$ cat config.mk
export PLATFORM = sky130hd
export DESIGN_NAME = vga_write_arbiter
export DESIGN_NICKNAME = d
export VERILOG_FILES = /design/src/rtl/vga_write_arbiter_pkg.sv /design/src/rtl/vga_write_arbiter_rr_picker.sv /design/src/rtl/vga_write_arbiter.sv
export SDC_FILE = /design/constraint.sdc
export NUM_CORES = 1
export LEC_CHECK = 0
export ABC_AREA = 1
export CAP_MARGIN = 25
export CORE_MARGIN = 10
export CORE_UTILIZATION = 33
export CTS_CLUSTER_SIZE = 14
export DETAILED_ROUTE_END_ITERATION = 12
export PLACE_DENSITY = 0.78
export SYNTH_ARGS = -nofsm -noshare
export SYNTH_HDL_FRONTEND = slang
export SYNTH_HIERARCHICAL = 1
export SYNTH_SLANG_ARGS = --single-unit
$ cat constraint.sdc
create_clock -name Clock -period 2.2 [get_ports Clock]
set_input_delay 0.66 -clock Clock [delete_from_list [all_inputs] [get_ports Clock]]
set_output_delay 0.66 -clock Clock [all_outputs]
set_load 0.05 [all_outputs]
$ cat src/rtl/vga_write_arbiter_pkg.sv
// ============================================================================
// Module  : vga_write_arbiter_pkg
// Brief   : Shared constants and state encoding for the VGA write arbiter.
// Revision: 1.0 - initial release
// ============================================================================
`default_nettype none

package vga_write_arbiter_pkg;

    localparam int REQ_TOWER  = 0;
    localparam int REQ_CAR    = 1;
    localparam int REQ_MIDDLE = 2;
    localparam int REQ_LASER  = 3;

    localparam int COLOUR_W = 9;
    localparam int COORD_W  = 15;
    localparam int ADDR_W   = 15;
    localparam int HOLD_W   = 15;

    typedef enum logic [1:0] {
        ST_IDLE = 2'd0,
        ST_OWN  = 2'd1,
        ST_GAP  = 2'd2
    } arb_state_t;

endpackage

`default_nettype wire

$ cat src/rtl/vga_write_arbiter_rr_picker.sv
// ============================================================================
// Module  : rr_picker
// Brief   : Combinational round-robin one-hot selector; search starts one
//           past the previous owner.
// Revision: 1.0 - initial release
// ============================================================================
`default_nettype none

module rr_picker #(
    parameter int NREQ  = 4,
    parameter int IDX_W = 2
) (
    input  logic [NREQ-1:0]  i_req,
    input  logic [IDX_W-1:0] i_last_owner,
    output logic             o_valid,
    output logic [IDX_W-1:0] o_idx,
    output logic [NREQ-1:0]  o_onehot
);

    logic [IDX_W-1:0] w_cand;

    always_comb begin
        o_valid  = 1'b0;
        o_idx    = '0;
        o_onehot = '0;
        w_cand   = '0;
        for (int k = 1; k <= NREQ; k++) begin
            w_cand = IDX_W'((int'(i_last_owner) + k) % NREQ);
            if (!o_valid && i_req[w_cand]) begin
                o_valid          = 1'b1;
                o_idx            = w_cand;
                o_onehot[w_cand] = 1'b1;
            end
        end
    end

endmodule

`default_nettype wire

$ cat src/rtl/vga_write_arbiter.sv
// ============================================================================
// Module  : vga_write_arbiter
// Brief   : Round-robin ownership arbiter muxing requester pixels onto VGA.
//           Optional grant timeout enabled by VGA_WRITE_ARBITER_TIMEOUT_EN.
// Revision: 1.0 - initial release
// ============================================================================
`default_nettype none

module vga_write_arbiter
    import vga_write_arbiter_pkg::*;
#(
    parameter int NREQ           = 4,
    parameter int TIMEOUT_CYCLES = 20000
) (
    input  logic                     Clock,
    input  logic                     resetn,
    input  logic [NREQ-1:0]          req,
    input  logic [NREQ-1:0]          wr,
    input  logic [NREQ*COLOUR_W-1:0] colour_in,
    input  logic [NREQ*COORD_W-1:0]  coord_in,
    input  logic [NREQ*ADDR_W-1:0]   mem_add_in,
    output logic [NREQ-1:0]          gnt,
    output logic [COLOUR_W-1:0]      colour,
    output logic [COORD_W-1:0]       coordinates,
    output logic                     VGA_write_enable,
    output logic [ADDR_W-1:0]        mem_add,
    output logic                     busy,
    output logic                     timeout_err
);

    localparam int IDX_W = (NREQ > 1) ? $clog2(NREQ) : 1;

    arb_state_t          r_state;
    arb_state_t          w_state_nxt;
    logic [IDX_W-1:0]    r_owner;
    logic [IDX_W-1:0]    r_last_owner;
    logic [NREQ-1:0]     r_gnt;
    logic [COLOUR_W-1:0] r_colour;
    logic [COORD_W-1:0]  r_coord;
    logic [ADDR_W-1:0]   r_mem_add;
    logic                r_we;
    logic                r_timeout_err;

    logic                w_pick_valid;
    logic [IDX_W-1:0]    w_pick_idx;
    logic [NREQ-1:0]     w_pick_onehot;
    logic                w_owner_req;
    logic                w_timeout;

    rr_picker #(
        .NREQ  (NREQ),
        .IDX_W (IDX_W)
    ) u_rr_picker (
        .i_req        (req),
        .i_last_owner (r_last_owner),
        .o_valid      (w_pick_valid),
        .o_idx        (w_pick_idx),
        .o_onehot     (w_pick_onehot)
    );

    assign w_owner_req = req[r_owner];

`ifdef VGA_WRITE_ARBITER_TIMEOUT_EN
    localparam logic [HOLD_W-1:0] c_HOLD_LAST = HOLD_W'(TIMEOUT_CYCLES - 1);

    logic [HOLD_W-1:0] r_hold;

    always_ff @(posedge Clock) begin
        if (!resetn) begin
            r_hold <= '0;
        end else if (r_state == ST_IDLE && w_state_nxt == ST_OWN) begin
            r_hold <= '0;
        end else if (r_state == ST_OWN && r_hold != '1) begin
            r_hold <= r_hold + 1'b1;
        end
    end

    // A voluntary release on the limit cycle is not a revocation.
    assign w_timeout = (r_state == ST_OWN) && (r_hold == c_HOLD_LAST) && w_owner_req;
`else
    assign w_timeout = 1'b0;
`endif

    always_ff @(posedge Clock) begin
        if (!resetn) begin
            r_state <= ST_IDLE;
        end else begin
            r_state <= w_state_nxt;
        end
    end

    always_comb begin
        w_state_nxt = r_state;
        case (r_state)
            ST_IDLE: if (w_pick_valid) w_state_nxt = ST_OWN;
            ST_OWN:  if (!w_owner_req || w_timeout) w_state_nxt = ST_GAP;
            ST_GAP:  w_state_nxt = ST_IDLE;
            default: w_state_nxt = ST_IDLE;
        endcase
    end

    // A revoked owner becomes last_owner, so the rotation already ranks it
    // behind every other active requester at the next selection.
    always_ff @(posedge Clock) begin
        if (!resetn) begin
            r_owner       <= '0;
            r_last_owner  <= IDX_W'(NREQ - 1);
            r_gnt         <= '0;
            r_colour      <= '0;
            r_coord       <= '0;
            r_mem_add     <= '0;
            r_we          <= 1'b0;
            r_timeout_err <= 1'b0;
        end else begin
            r_timeout_err <= 1'b0;
            if (r_state == ST_IDLE && w_pick_valid) begin
                r_owner <= w_pick_idx;
                r_gnt   <= w_pick_onehot;
            end
            if (r_state == ST_OWN && w_state_nxt == ST_GAP) begin
                r_last_owner  <= r_owner;
                r_gnt         <= '0;
                r_timeout_err <= w_timeout;
            end
            if (r_state == ST_OWN) begin
                r_we      <= wr[r_owner] & w_owner_req;
                r_colour  <= colour_in[int'(r_owner)*COLOUR_W +: COLOUR_W];
                r_coord   <= coord_in[int'(r_owner)*COORD_W +: COORD_W];
                r_mem_add <= mem_add_in[int'(r_owner)*ADDR_W +: ADDR_W];
            end else begin
                r_we      <= 1'b0;
                r_colour  <= '0;
                r_coord   <= '0;
                r_mem_add <= '0;
            end
        end
    end

    assign gnt              = r_gnt;
    assign colour           = r_colour;
    assign coordinates      = r_coord;
    assign mem_add          = r_mem_add;
    assign VGA_write_enable = r_we;
    assign timeout_err      = r_timeout_err;
    assign busy             = (r_state != ST_IDLE);

endmodule

`default_nettype wire

==> key figures, run 1 <==
Synth
  • Post-synth EDFFs: 0
  • Synth warn: 6
  • Post-synthesis cell count: 498
  • Synth area leaders: dfxtp_1 31%, nor2_1 20%, o21ai_0 12%, a21oi_1 7.7%, nand2_1 4.2%
  • Syn Std Cell Area: 3180 um^2
  • Post-synth top cells: 166 x nor2_1, 79 x o21ai_0, 50 x dfxtp_1
  • Synth Flop Type: dfxtp_1
  • #FFs+latches synth: 50
  • Synth top area share: 31.5%
  • Seq/Total Area, Yosys: 31.5%
  • Avg Synthesized Cell Area: 6.39 um^2
  • Cell taking the most area after synthesis: dfxtp_1
  • Most common cell in the netlist: nor2_1
  • Net Count, Synth: 672
  • Async set-or-reset flop fraction in the synthesized netlist: 0%
  • Synth cell types: 27

Critical path
  • Max FO, Critical Path: 1
  • Largest stage delay, worst path: 810 ps
  • Worst path cell trace: clkdlybuf4s50_1
  • Reg-to-reg slack, setup: 190 ps
  • Crit path DAT: 1450 ps
  • Reg-to-reg startpoint: r_last_owner[0]
  • R2r worst-path depth: 13
  • Critical path buffers and inverters: 1
  • Worst Setup End Kind: primary output
  • Crit-path leading delay family: buffers and inverters
  • Crit start category: flop
  • Required @ worst endpoint: 1540 ps
  • Slowest cell on crit path: clkdlybuf4s50_1
  • CP Class: reg -> out
  • Reg-to-Reg End: gnt[1]

Floorplanning
  • Initial Util: 34.1%
  • Core area: 9330 um^2
  • Die Wd: 118 um
  • Rows: 35
  • Die height: 118 um
  • Area of the die: 14000 um^2
  • IO Count: 212

Power
  • Switch Pwr: 2800 uW
  • Seq pwr share: 21.9%
  • Sw frac: 50.4%
  • Comb power frac: 68.1%
  • Clock power frac: 10.0%
  • Power Dens Cells: 1030 nW/um^2
  • Leakage: 0.00225 uW
  • Total design power: 5560 uW
  • Pint: 2760 uW
  • VDD IR-drop max: 0.791 mV

Place
  • Port Buffers: 210
  • Cell Area, Placed: 5320 um^2
  • RD Place Congestion: 0.909
  • HPWL Detailed: 10900 um

Clocking
  • Cts repair resizes: 0
  • Cts bufs inserted: 5
  • Clock latency on the worst-skew pair: 300 ps
  • Root Driver: clkbuf_8
  • H-tree depth: 2
  • CTS sink count: 50
  • Postcts setup bufs: 0
  • CTS tree: built
  • Clk slew on worst S/H paths: 100 ps
  • CTS max path bufs: 2
  • Hold-fix buffers, CTS: 0

STA
  • Slew @ Worst Pin: 537 ps
  • Final period utilization: 95.7%
  • Final setup fails: 0
  • Max_slew headroom: 64.1%
  • RSZ-0062 raised after global routing: no
  • Peak Freq: 475 MHz
  • Final hold violations: 0
  • Slew Limit Fails: 0
  • Min Tclk post-route: 2110 ps
  • Clock skew: 7.36 ps
  • Fin Hold WS: 534 ps

Finish
  • Post-Layout Inst Area: 5410 um^2
  • ANT cells: 0
  • Final #Nets: 875
  • Finished Core Util: 58.0%
  • Area grow syn2layout: 70.2%
  • Fraction of layout cells with a size suffix above 1: 8.55%
  • Fillers: 902

Job
  • Max-Cap Viols: 0

Min path
  • Hold path endpoint: gnt[3]
  • Hold/Removal Path Class: reg -> reg
  • Worst hold path startpoint: gnt[3]
  • WHS Path Cells: 4

Outcome
  • Status: finished, final reports clean

GRT
  • GR Overflow Total: 0
  • GRT Total Usage: 18.4%
  • Global-route wire length before repair: 21100 um
  • Largest net degree at the start of global routing: 53
  • Initial antenna violation count: 0
  • Vias in the first global route: 3892

Drt
  • DR iter-0 viols: 273
  • DRT Pass-1 Iters: 4
  • DRT antenna net count: 0
  • DR DRC count: 0
  • DR vias: 4048
  • Post-DR wirelength/cell: 16.6 um
  • WL final: 13800 um
  • Vias per inst: 4.87
worst min-delay path: stages, from the launching register on:
cell     delay [ps]
dfxtp_1         320
nand2_1          60
nand2_1          50
inv_1            40
nor2_1           30
layout make-up:
class	instances	area, um^2	area share [%]
multi-input combinational	394	1860	34.3
clock buffer	7	86.3	1.59
timing repair buffer	230	2220	41.0
clock inverter	1	5.00	0.0924
sequential	50	1000	18.5
tap	129	161	2.98
inverter	20	82.6	1.53
cell usage in the layout, fill, tap and decap left out, types with 2 or more instances in the layout:
cell             instances
a21boi_0                 4
a21oi_1                 49
buf_4                   34
clkbuf_8                 6
clkdlybuf4s50_1        196
dfxtp_1                 49
ha_1                     8
inv_1                   17
inv_2                    2
nand2_1                 36
nand2_2                  6
nand2_4                  3
nand3_1                 25
nand3_4                  2
nand4_1                  6
nor2_1                 166
nor2_2                   2
o21ai_0                 79
o21ai_1                  5
state kept, by name, indices dropped and copies added, names as in the netlist:
register / cells
mem_add: 15
r_state: 2
r_owner: 2
r_last_owner: 2
colour: 9
coordinates: 15
gnt: 4
VGA_write_enable: 1
how the worst max path moves through the flow:
stage | start | end | cells after the start
after global routing | r_last_owner[0] | gnt[1] | 13
after floorplan | r_last_owner[1] | gnt[0] | 14
final | mem_add[13] | mem_add[13] | 1
after CTS | mem_add[13] | mem_add[13] | 1
after global placement | req[2] | gnt[1] | 13
after detailed placement | req[3] | gnt[1] | 13
cells by family after synthesis:
group	synth area share (%)
simple gates	33.0
other cells	0.118
fa+ha+maj	3.15
flops	31.5
compound gates	22.1
buf+inv	10.1
power groups by stage:
| stage | sequential [uW] | clock, uW | combinational, uW |
|---|---|---|---|
| finish | 1220 | 554 | 3790 |
| global route | 1240 | 605 | 4130 |
| floorplan | 1890 | 0 | 1980 |
| CTS | 1220 | 581 | 3790 |
| global placement | 1230 | 0 | 3700 |
| detailed placement | 1240 | 0 | 3780 |
through the flow:
step / cells / setup TNS, ps / worst slack [ps]
2_1_floorplan: 498 / 0 / 50.9
3_3_place_gp: 823 / 0 / 12.9
3_5_place_dp: 823 / -216 / -56.6
4_1_cts: 831 / 0 / 66.9
5_1_grt: 831 / 0 / 0.126
6_report: 831 / 0 / 93.7
layer usage:
layer,global-route usage (%),vias to the layer above,share of wire (%)
met1,21.3,1828,40
met2,33.4,178,52
met5,0,-,0
met4,4.79,0,1.5
li1,-,2028,-
met3,4.05,14,6.3
Note: power is estimated with default switching activity, not from simulation.
==> run 2, diff against run 1 <==
--- a/config.mk
+++ b/config.mk
@@ -12,6 +12,7 @@
 export CTS_CLUSTER_SIZE = 14
 export DETAILED_ROUTE_END_ITERATION = 12
 export PLACE_DENSITY = 0.78
+export REMOVE_ABC_BUFFERS = 1
 export SYNTH_ARGS = -nofsm -noshare
 export SYNTH_HDL_FRONTEND = slang
 export SYNTH_HIERARCHICAL = 1
==> run 2 against run 1 <==
Total power rose by 0.95%. Sequential power barely moved. Non-clock buffer count is 2 lower. Final area increased by 0.14%. Worst setup slack worse by 5.6 ps. Wire length is 0.62% higher. Combinational power about the same. Clock skew grew 6.0 ps. Register-to-register slack better by 20 ps. Clock-buffer cell count down 1. Core utilization up 0.080 points.
==> key figures, run 2 (synthesis results as in run 1) <==
Drt
  • WL final: 13900 um (+0.62%)
  • DRT antenna net count: 0 (unchanged)
  • DRT met1 WL: 5580 um (+1.2%)
  • Vias per inst: 4.91 (+0.86%)
  • DR iter-0 viols: 276 (+1.1%)
  • DR DRC count: 0 (unchanged)
  • Post-DR wirelength/cell: 16.7 um (+0.74%)
  • Highest metal layer with signal wires: met4
  • DR vias: 4078 (+0.74%)
  • Met2 wire len: 7250 um (+0.47%)
  • Routed wl met3: 920 um (+6.1%)
  • DRT Pass-1 Iters: 5 (+1)

Floorplanning
  • Die height: 118 um (unchanged)
  • Initial Util: 34.1% (unchanged)
  • Core area: 9330 um^2 (unchanged)
  • IO Count: 212 (unchanged)
  • Die Wd: 118 um (unchanged)
  • Rows: 35 (unchanged)
  • Area of the die: 14000 um^2 (unchanged)

Job
  • Max-Cap Viols: 0 (unchanged)

STA
  • Clock skew: 13.4 ps (+6.02 ps)
  • Final hold violations: 0 (unchanged)
  • Slew Limit Fails: 0 (unchanged)
  • Min Tclk post-route: 2110 ps (+5.60 ps)
  • Peak Freq: 474 MHz (-0.27%)
  • Slew @ Worst Pin: 535 ps (-1.99 ps)
  • RSZ-0062 raised after global routing: no
  • Final setup fails: 0 (unchanged)
  • Setup TNS: 0 ps (unchanged)
  • Final period utilization: 96.0% (+0.25 points)
  • Max_slew headroom: 64.2% (+0.13 points)

Place
  • HPWL Detailed: 10800 um (-0.68%)
  • Cell count after placement: 821 (-0.24%)
  • Cell Area, Placed: 5320 um^2 (about the same)
  • Port Buffers: 210 (unchanged)
  • RD Place Congestion: 0.846 (-6.9%)

Power
  • VDD IR-drop max: 0.714 mV (-9.8%)
  • Leakage: 0.00226 uW (+0.46%)
  • Power Dens Cells: 1040 nW/um^2 (+0.81%)

Critical path
  • Reg-to-reg slack, setup: 210 ps (+20 ps)
  • Reg-to-reg startpoint: r_last_owner[0]
  • R2r worst-path depth: 13 (unchanged)
  • Worst path cell trace: clkdlybuf4s50_1
  • Max FO, Critical Path: 1 (unchanged)
  • Critical path buffers and inverters: 1 (unchanged)
  • Reg-to-Reg End: gnt[1]
  • Largest stage delay, worst path: 820 ps (about the same)
  • Crit start category: flop
  • Slowest cell on crit path: clkdlybuf4s50_1
  • Worst Setup End Kind: primary output
  • CP Class: reg -> out
  • Required @ worst endpoint: 1540 ps (about the same)
  • Crit path DAT: 1450 ps (about the same)
  • Crit-path leading delay family: buffers and inverters

Clocking
  • CTS max path bufs: 2 (unchanged)
  • Clk slew on worst S/H paths: 100 ps (about the same)
  • Cts bufs inserted: 5 (unchanged)
  • Postcts setup bufs: 0 (unchanged)
  • H-tree depth: 2 (unchanged)
  • Root Driver: clkbuf_8
  • Hold-fix buffers, CTS: 0 (unchanged)
  • CTS tree: built
  • Clock latency on the worst-skew pair: 300 ps (about the same)
  • CTS sink count: 50 (unchanged)

Finish
  • Post-route insts no fill: 830 (-0.12%)
  • Most frequent cells in the layout: 190 x clkdlybuf4s50_1, 166 x nor2_1, 79 x o21ai_0
  • Post-Layout Inst Area: 5420 um^2 (+0.14%)
  • Final #Nets: 873 (-0.23%)
  • Finished Core Util: 58.1% (+0.080 points)
  • Fraction of layout cells with a size suffix above 1: 9.57% (+1.0 points)
  • Area grow syn2layout: 70.4%
  • Commonest non-fill, non-tap cell in the layout: clkdlybuf4s50_1
  • Fillers: 906 (+0.44%)

GRT
  • GRT Total Usage: 18.3% (-0.082 points)
  • Vias in the first global route: 3910 (+0.46%)
  • Global-route wire length before repair: 21100 um (about the same)
  • Initial antenna violation count: 0 (unchanged)
  • Largest net degree at the start of global routing: 84 (+58%)
  • GR Overflow Total: 0 (unchanged)

Min path
  • WHS Path Cells: 4 (unchanged)
  • Hold/Removal Path Class: reg -> reg
  • Hold path endpoint: gnt[0]
  • Worst hold path startpoint: gnt[0]

Outcome
  • Status: finished, final reports clean
run 2: layer usage:
layer | track usage (%) | vias to the layer above
met2 | 33.9 | 167
met3 | 4.38 | 12
met1 | 20.9 | 1874
met5 | 0 | -
li1 | - | 2025
met4 | 3.48 | 0
run 2: stage by stage:
| stage | hold slack, ps | setup WS, ps | total power [uW] |
|---|---|---|---|
| CTS | 547 | 66.5 | 5650 |
| global route | 601 | 12.8 | 6040 |
| floorplan | 536 | -962 | 3620 |
| detailed placement | 530 | -138 | 5040 |
| finish | 545 | 88.1 | 5610 |
| global placement | 532 | -24.9 | 4940 |
run 2: worst max-delay path by stage:
stage / from / endpoint / slack (ps) / cells past startpoint
after floorplan: r_owner[0] / r_last_owner[0] / -960 / 7
after CTS: mem_add[4] / mem_add[4] / 70 / 1
after detailed placement: req[3] / gnt[1] / -140 / 13
after global routing: r_last_owner[0] / gnt[2] / 10 / 13
after global placement: req[3] / gnt[2] / -20 / 13
final: coordinates[4] / coordinates[4] / 90 / 1
run 2: final cells by class:
class                      count  area [um^2]  share of cell area, %
antenna                        1         2.50                 0.0462
clock inverter                 2         16.3                  0.300
timing repair buffer         228         2210                   40.8
clock buffer                   6         82.6                   1.52
inverter                      20         82.6                   1.52
sequential                    50         1000                   18.5
tap                          129          161                   2.98
multi-input combinational    394         1860                   34.3
run 2: what timing repair did:
action	in CTS	in global routing
endpoints found under the setup margin	0	5
endpoints found under the hold margin	0	0
resized for setup	0	1
run 2: worst reg2reg max path: stages, from the launching register on:
cell and delay [ps]:
dfxtp_2 400, inv_8 80, ha_1 380, inv_1 140
nand3_4 120, nand2_4 60, nor2_4 140, buf_4 170
nand3_1 90, nand3_1 110, nand2_1 70, nand2_1 50
inv_1 40, nor2_1 80
run 2: power breakdown:
part / total, uW / leakage [uW] / switching (uW) / internal, uW
logic: 3790 / 0.00180 / 2420 / 1370
clock network: 586 / 0.0000478 / 327 / 260
registers: 1230 / 0.000409 / 98.7 / 1130
total: 5610 / 0.00226 / 2850 / 2770
